[src/rtl/slot_round_ctrl_if.sv]
// Slot round controller bus: front-end controls in, credit/reel/result status out.
//   clear, load, load_value, start : requests from the KEY/SW front end
//   credits, reel0..2              : credit balance and reel positions
//   busy, win, triple, lose        : round status and latched result flags
//   no_credit                      : one-cycle pulse, start rejected on empty credit
interface slot_round_ctrl_if #(
  parameter int unsigned CREDIT_W = 5
);
  logic                clear;
  logic                load;
  logic [CREDIT_W-1:0] load_value;
  logic                start;
  logic [CREDIT_W-1:0] credits;
  logic [2:0]          reel0;
  logic [2:0]          reel1;
  logic [2:0]          reel2;
  logic                busy;
  logic                win;
  logic                triple;
  logic                lose;
  logic                no_credit;

  modport master (
    output clear, load, load_value, start,
    input  credits, reel0, reel1, reel2, busy, win, triple, lose, no_credit
  );

  modport slave (
    input  clear, load, load_value, start,
    output credits, reel0, reel1, reel2, busy, win, triple, lose, no_credit
  );
endinterface

[src/rtl/slot_round_ctrl.sv]
// Slot machine round sequencer: owns the credit register, charges a bet per
// accepted start, spins three reels, stops them in turn, evaluates the match
// and applies a saturating payout.
//   CLOCK_50 : system clock, rising edge
//   resetn   : asynchronous active-low reset
//   bus      : slot_round_ctrl_if slave modport (requests in, status out)
module slot_round_ctrl #(
  parameter int unsigned CREDIT_W    = 5,
  parameter int unsigned SPIN_CYCLES = 16,
  parameter int unsigned STOP_GAP    = 8,
  parameter int unsigned PAY_PAIR    = 2,
  parameter int unsigned PAY_TRIPLE  = 8
) (
  input  logic               CLOCK_50,
  input  logic               resetn,
  slot_round_ctrl_if.slave   bus
);

  localparam int unsigned CNT_MAX = (SPIN_CYCLES > STOP_GAP) ? SPIN_CYCLES : STOP_GAP;
  localparam int unsigned CNT_W   = (CNT_MAX > 1) ? $clog2(CNT_MAX) : 1;
  localparam int unsigned SUM_W   = 32;
  localparam logic [CREDIT_W-1:0] CMAX = '1;

  typedef enum logic [2:0] {
    IDLE  = 3'd0,
    SPIN  = 3'd1,
    STOP1 = 3'd2,
    STOP2 = 3'd3,
    EVAL  = 3'd4
  } state_e;

  state_e              state_q, state_d;
  logic [CNT_W-1:0]    cnt_q, cnt_d;
  logic [CREDIT_W-1:0] credits_q, credits_d;
  logic [2:0]          reel0_q, reel0_d;
  logic [2:0]          reel1_q, reel1_d;
  logic [2:0]          reel2_q, reel2_d;
  logic [2:0]          frz_q, frz_d;
  logic                busy_q, busy_d;
  logic                win_q, win_d;
  logic                triple_q, triple_d;
  logic                lose_q, lose_d;
  logic                no_credit_q, no_credit_d;
  logic [SUM_W-1:0]    sum_c;
  logic                is_triple_c;
  logic                is_pair_c;

  // State and datapath registers
  always_ff @(posedge CLOCK_50 or negedge resetn) begin
    if (!resetn) begin
      state_q     <= IDLE;
      cnt_q       <= '0;
      credits_q   <= '0;
      reel0_q     <= '0;
      reel1_q     <= '0;
      reel2_q     <= '0;
      frz_q       <= '0;
      busy_q      <= 1'b0;
      win_q       <= 1'b0;
      triple_q    <= 1'b0;
      lose_q      <= 1'b0;
      no_credit_q <= 1'b0;
    end else begin
      state_q     <= state_d;
      cnt_q       <= cnt_d;
      credits_q   <= credits_d;
      reel0_q     <= reel0_d;
      reel1_q     <= reel1_d;
      reel2_q     <= reel2_d;
      frz_q       <= frz_d;
      busy_q      <= busy_d;
      win_q       <= win_d;
      triple_q    <= triple_d;
      lose_q      <= lose_d;
      no_credit_q <= no_credit_d;
    end
  end

  // Match detection on the settled reel values seen in EVAL
  always_comb begin
    is_triple_c = (reel0_q == reel1_q) && (reel1_q == reel2_q);
    is_pair_c   = !is_triple_c &&
                  ((reel0_q == reel1_q) || (reel1_q == reel2_q) || (reel0_q == reel2_q));
  end

  // Next-state, counter, credit and flag logic
  always_comb begin
    state_d     = state_q;
    cnt_d       = cnt_q;
    credits_d   = credits_q;
    frz_d       = frz_q;
    busy_d      = busy_q;
    win_d       = win_q;
    triple_d    = triple_q;
    lose_d      = lose_q;
    no_credit_d = 1'b0;
    sum_c       = SUM_W'(credits_q);

    // Reels free-run in every state, including IDLE, until frozen
    reel0_d = frz_q[0] ? reel0_q : reel0_q + 3'd1;
    reel1_d = frz_q[1] ? reel1_q : reel1_q + 3'd3;
    reel2_d = frz_q[2] ? reel2_q : reel2_q + 3'd5;

    if (bus.clear) begin
      // Abort: freeze flags untouched so frozen reels stay put
      state_d   = IDLE;
      cnt_d     = '0;
      credits_d = '0;
      busy_d    = 1'b0;
      win_d     = 1'b0;
      triple_d  = 1'b0;
      lose_d    = 1'b0;
    end else begin
      case (state_q)
        IDLE: begin
          if (bus.load) begin
            credits_d = bus.load_value;
          end else if (bus.start) begin
            if (credits_q != '0) begin
              credits_d = credits_q - CREDIT_W'(1);
              state_d   = SPIN;
              cnt_d     = '0;
              frz_d     = '0;
              busy_d    = 1'b1;
              win_d     = 1'b0;
              triple_d  = 1'b0;
              lose_d    = 1'b0;
            end else begin
              no_credit_d = 1'b1;
            end
          end
        end
        SPIN: begin
          if (cnt_q == CNT_W'(SPIN_CYCLES - 1)) begin
            cnt_d    = '0;
            frz_d[0] = 1'b1;
            state_d  = STOP1;
          end else begin
            cnt_d = cnt_q + CNT_W'(1);
          end
        end
        STOP1: begin
          if (cnt_q == CNT_W'(STOP_GAP - 1)) begin
            cnt_d    = '0;
            frz_d[1] = 1'b1;
            state_d  = STOP2;
          end else begin
            cnt_d = cnt_q + CNT_W'(1);
          end
        end
        STOP2: begin
          if (cnt_q == CNT_W'(STOP_GAP - 1)) begin
            cnt_d    = '0;
            frz_d[2] = 1'b1;
            state_d  = EVAL;
          end else begin
            cnt_d = cnt_q + CNT_W'(1);
          end
        end
        EVAL: begin
          // Wide sum so the saturation compare cannot wrap
          if (is_triple_c) begin
            sum_c    = SUM_W'(credits_q) + SUM_W'(PAY_TRIPLE);
            win_d    = 1'b1;
            triple_d = 1'b1;
          end else if (is_pair_c) begin
            sum_c = SUM_W'(credits_q) + SUM_W'(PAY_PAIR);
            win_d = 1'b1;
          end else begin
            lose_d = 1'b1;
          end
          credits_d = (sum_c > SUM_W'(CMAX)) ? CMAX : CREDIT_W'(sum_c);
          state_d   = IDLE;
          busy_d    = 1'b0;
        end
        default: begin
          state_d = IDLE;
          busy_d  = 1'b0;
        end
      endcase
    end
  end

  assign bus.credits   = credits_q;
  assign bus.reel0     = reel0_q;
  assign bus.reel1     = reel1_q;
  assign bus.reel2     = reel2_q;
  assign bus.busy      = busy_q;
  assign bus.win       = win_q;
  assign bus.triple    = triple_q;
  assign bus.lose      = lose_q;
  assign bus.no_credit = no_credit_q;

endmodule

[src/flat_wrapper.sv]
// flat-port wrapper written by rule: the top's interface ports become plain ports
module slot_round_ctrl_flat 
#(
  parameter int unsigned CREDIT_W    = 5,
  parameter int unsigned SPIN_CYCLES = 16,
  parameter int unsigned STOP_GAP    = 8,
  parameter int unsigned PAY_PAIR    = 2,
  parameter int unsigned PAY_TRIPLE  = 8
)
  (CLOCK_50, resetn, bus_clear, bus_load, bus_load_value, bus_start, bus_credits, bus_reel0, bus_reel1, bus_reel2, bus_busy, bus_win, bus_triple, bus_lose, bus_no_credit);
  slot_round_ctrl_if #(.CREDIT_W(CREDIT_W)) bus_i ();
  input  logic CLOCK_50;
  input  logic resetn;
  input wire logic [$bits(bus_i.clear)-1:0] bus_clear;
  input wire logic [$bits(bus_i.load)-1:0] bus_load;
  input wire logic [$bits(bus_i.load_value)-1:0] bus_load_value;
  input wire logic [$bits(bus_i.start)-1:0] bus_start;
  output wire logic [$bits(bus_i.credits)-1:0] bus_credits;
  output wire logic [$bits(bus_i.reel0)-1:0] bus_reel0;
  output wire logic [$bits(bus_i.reel1)-1:0] bus_reel1;
  output wire logic [$bits(bus_i.reel2)-1:0] bus_reel2;
  output wire logic [$bits(bus_i.busy)-1:0] bus_busy;
  output wire logic [$bits(bus_i.win)-1:0] bus_win;
  output wire logic [$bits(bus_i.triple)-1:0] bus_triple;
  output wire logic [$bits(bus_i.lose)-1:0] bus_lose;
  output wire logic [$bits(bus_i.no_credit)-1:0] bus_no_credit;
  assign bus_i.clear = bus_clear;
  assign bus_i.load = bus_load;
  assign bus_i.load_value = bus_load_value;
  assign bus_i.start = bus_start;
  assign bus_credits = bus_i.credits;
  assign bus_reel0 = bus_i.reel0;
  assign bus_reel1 = bus_i.reel1;
  assign bus_reel2 = bus_i.reel2;
  assign bus_busy = bus_i.busy;
  assign bus_win = bus_i.win;
  assign bus_triple = bus_i.triple;
  assign bus_lose = bus_i.lose;
  assign bus_no_credit = bus_i.no_credit;
  slot_round_ctrl #(.CREDIT_W(CREDIT_W), .SPIN_CYCLES(SPIN_CYCLES), .STOP_GAP(STOP_GAP), .PAY_PAIR(PAY_PAIR), .PAY_TRIPLE(PAY_TRIPLE)) u_core (.CLOCK_50(CLOCK_50), .resetn(resetn), .bus(bus_i));
endmodule
[config.mk]
export PLATFORM = sky130hd
export DESIGN_NAME = slot_round_ctrl_flat
export DESIGN_NICKNAME = d
export VERILOG_FILES = /design/src/rtl/slot_round_ctrl_if.sv /design/src/rtl/slot_round_ctrl.sv /design/src/flat_wrapper.sv
export SDC_FILE = /design/constraint.sdc
export NUM_CORES = 1
export LEC_CHECK = 0
export ABC_CLOCK_PERIOD_IN_PS = 1900
export BUFFER_PORTS_ARGS = -buffer_cell sky130_fd_sc_hd__buf_2
export CORE_MARGIN = 3
export CORE_UTILIZATION = 50
export CTS_CLUSTER_DIAMETER = 40
export DETAILED_ROUTE_END_ITERATION = 6
export GPL_TIMING_DRIVEN = 1
export HOLD_SLACK_MARGIN = 0.03
export PLACE_DENSITY = 0.73
export SYNTH_ARGS = -nofsm -noshare
export SYNTH_HDL_FRONTEND = slang
export SYNTH_SLANG_ARGS = --single-unit
[constraint.sdc]
create_clock -name CLOCK_50 -period 1.9 [get_ports CLOCK_50]
set_clock_uncertainty 0.15 [all_clocks]
set_input_delay 0.285 -clock CLOCK_50 [delete_from_list [all_inputs] [get_ports CLOCK_50]]
set_output_delay 0.285 -clock CLOCK_50 [all_outputs]
set_load 0.02 [all_outputs]
==> flow_summary_export.csv <==
group,metric,value,unit
die,dieArea,4260,um2
grt,grt_pass1_vias,1586,
finish,area_growth,32.9,%
finish,n_antenna_cell,0,
route,route.detailed.wl_per_inst,15.7,um
power_and_ir_drop,ir_drop,0.613,mV
route,postRouteAntennaNets,0,
clock_network,clk-insertion-delay-late,0.33,ns
sta,post-route-min-period,1.89,ns
logic_synthesis,synth.distinct_cells,42,
placed_design,dp_slack,-0.0967,ns
logic_synthesis,ys_warn_count,0,
finish,final_common_cell,"buf_2",
placed_design,hpwl,3.40,mm
grt,grt_use_met3,0.0667,
sta,post-route-period-util,0.997,
clock_network,numCtsBuffers,5,
flow_run,maxCapViolations,0,
power_and_ir_drop,leakage,1.09,nW
critical_path,crit_arrival,2.00,ns
route,drt_first_pass_iters,4,
finish,drive_gt1_frac,0.406,
placed_design,dpl_cell_area,2120,um2
placed_design,numPortBuffers,28,
logic_synthesis,yosysSeqAreaShare,0.413,
die,pin_count,29,
die,num_rows,20,
finish,design_area,2330,um2
critical_path,rrSetupSlack,0.006,ns
route,viasPerCell,5.58,
logic_synthesis,syn_area,1760,um2
die,start_util,0.548,
logic_synthesis,synth_edf_count,0,
clock_network,ctsRootBufferMaster,"clkbuf_4",
grt,gr-total-overflow,0,
logic_synthesis,synthArstFlopShare,1.00,
route,vias,1635,
logic_synthesis,synth_top_area_cell,"dfrtp_1",
sta,fmax,528,MHz
route,drc,0,
grt,grtUsageMet2,0.401,
finish,nets,267,
worst_hold_path,hold_class,"primary input to flip-flop",
grt,grt_pass1_wl,7.69,mm
die,fp.dieW,65.3,um
power_and_ir_drop,p_per_area,1170,nW/um2
critical_path,worstSetupPathType,"flip-flop to flip-flop",
sta,hold_viol_final,0,
grt,gr-usage-met1,0.307,
critical_path,worstPathRequired,2.01,ns
grt,grt_max_degree,30,
clock_network,cts.sinks,29,
sta,drv_slew,0,
logic_synthesis,synthFlopType,"dfrtp_1",
run_status,status,"finished, final reports clean",
finish,layout_common_cells,"buf_2, buf_4, dfrtp_1, nor2_1, nand2_1",
logic_synthesis,synth_top_area_frac,0.413,
sta,worst_pin_slew,0.672,ns
clock_network,cts-htree-levels,2,
sta,tns,0,ns
placed_design,globalplace.congestion,0.965,
clock_network,clk_path_buf_depth,2,
die,die_h,65.3,um
power_and_ir_drop,p_total,2.72,mW
clock_network,cts_tree,"yes",
logic_synthesis,synth_area_per_cell,9.14,um2
clock_network,clk_pin_slew,0.10,ns
sta,worst_slack,0.00572,ns
critical_path,crit_fanout,4,
sta,setup_violations,0,
grt,antenna_found_initial,0,
die,core_area,3200,um2
logic_synthesis,syn_inst,192,
sta,rsz0062_at_grt,"true",
placed_design,place_inst,280,
route,finalWirelength,4.60,mm
route,first_iter_violations,69,
grt,groute.usage.overall,0.239,
critical_path,cp-start-kind,"flip-flop",
grt,grt-busiest-layer,"met2",
critical_path,end_kind,"flip-flop",
logic_synthesis,syn_nets,211,
logic_synthesis,synth_area_leaders,"dfrtp_1, xnor2_1, ha_1",
finish,fin_cells,293,
sta,slew-limit-headroom,0.552,
logic_synthesis,synth-seq-cells,29,
[flip-flops by register name, indices dropped and copies added (netlist names)]
name / flops
u_core.bus.credits: 5
u_core.cnt_q: 4
u_core.bus.reel0: 3
u_core.bus.reel1: 3
u_core.bus.reel2: 3
u_core.frz_q: 3
u_core.state_q: 3
u_core.bus.busy: 1
u_core.bus.lose: 1
u_core.bus.no_credit: 1
u_core.bus.triple: 1
u_core.bus.win: 1
[where the power goes]
group / total (mW) / leakage, nW / internal [mW] / switching (mW)
clock: 0.437 / 0.0413 / 0.214 / 0.222
sequential: 0.852 / 0.371 / 0.716 / 0.136
combinational: 1.43 / 0.676 / 0.682 / 0.746
total: 2.72 / 1.09 / 1.61 / 1.10
[routing by layer]
| metal | vias to the layer above | share of wire |
|---|---|---|
| met5 | - | 0 |
| met4 | 0 | 0.0033 |
| met3 | 2 | 0.067 |
| met2 | 55 | 0.50 |
| met1 | 781 | 0.43 |
| li1 | 797 | - |
[area by class of cell]
class,instances,area [um2]
multi-input cells,149,1090
fillers,261,871
clock buffers,7,65.1
well taps,44,55.1
clock inverters,1,5.00
repair buffers,55,349
flip-flops and latches,29,733
inverters,8,30.0
[kinds of logic after synthesis]
kind of cell	Yosys count	synth area share
AOI/OAI and AO/OA	53	0.184
xor gates and xnor gates	18	0.0898
adders and majority gates	9	0.0641
buffers and inverters	14	0.0328
DFF	29	0.413
muxes	5	0.0299
and+or+nand+nor	64	0.186
[worst max-delay path, stage by stage (launching register included)]
cell	delay, ns
dfrtp_2	0.42
inv_2	0.09
ha_4	0.13
or4b_4	0.50
nand2_4	0.10
nor2_1	0.09
nand2_1	0.14
nand2_1	0.09
a21oi_2	0.12
[stage by stage]
step | util | hold WS, ns
6_report | 0.728 | 0.174
5_1_grt | 0.728 | 0.154
4_1_cts | 0.695 | 0.166
3_5_place_dp | 0.663 | 0.196
3_3_place_gp | 0.663 | 0.187
2_1_floorplan | - | -0.161
[what timing repair did]
item / in CTS / in global routing
hold buffers: 1 / 0
hold endpoints to repair: 29 / 0
setup endpoints to repair: 10 / 13
gates resized for setup: 2 / 21
setup buffers: 2 / 2
pin swaps: 4 / 10
[path summary, 6_finish.rpt]
| check | startpoint | to | cells after the start |
|---|---|---|---|
| setup / recovery | u_core.bus.credits[0]$_DFFE_PN0P_ | u_core.bus.lose$_DFFE_PN0P_ | 8 |
| hold / removal | bus_clear | u_core.bus.triple$_DFFE_PN0P_ | 3 |
| setup reg to reg | u_core.bus.credits[0]$_DFFE_PN0P_ | u_core.bus.lose$_DFFE_PN0P_ | 8 |
| hold reg to reg | u_core.bus.busy$_DFFE_PN0P_ | u_core.bus.busy$_DFFE_PN0P_ | 2 |
| max in group asynchronous | resetn | u_core.bus.credits[1]$_DFFE_PN0P_ | 2 |
| min in group asynchronous | resetn | u_core.bus.reel1[2]$_DFFE_PN0N_ | 2 |
[synth_stat cells, types with 3 or more instances]
| master | count |
|---|---|
| dfrtp_1 | 29 |
| nor2_1 | 19 |
| nand2_1 | 17 |
| a21oi_1 | 16 |
| xnor2_1 | 15 |
| o21ai_0 | 12 |
| ha_1 | 9 |
| nand3_1 | 9 |
| inv_1 | 8 |
| buf_2 | 4 |
| o31ai_1 | 4 |
| a211oi_1 | 3 |
| mux2i_1 | 3 |
| nor3_1 | 3 |
| o22ai_1 | 3 |
| xor2_1 | 3 |
(Power assumes the default switching activity.)
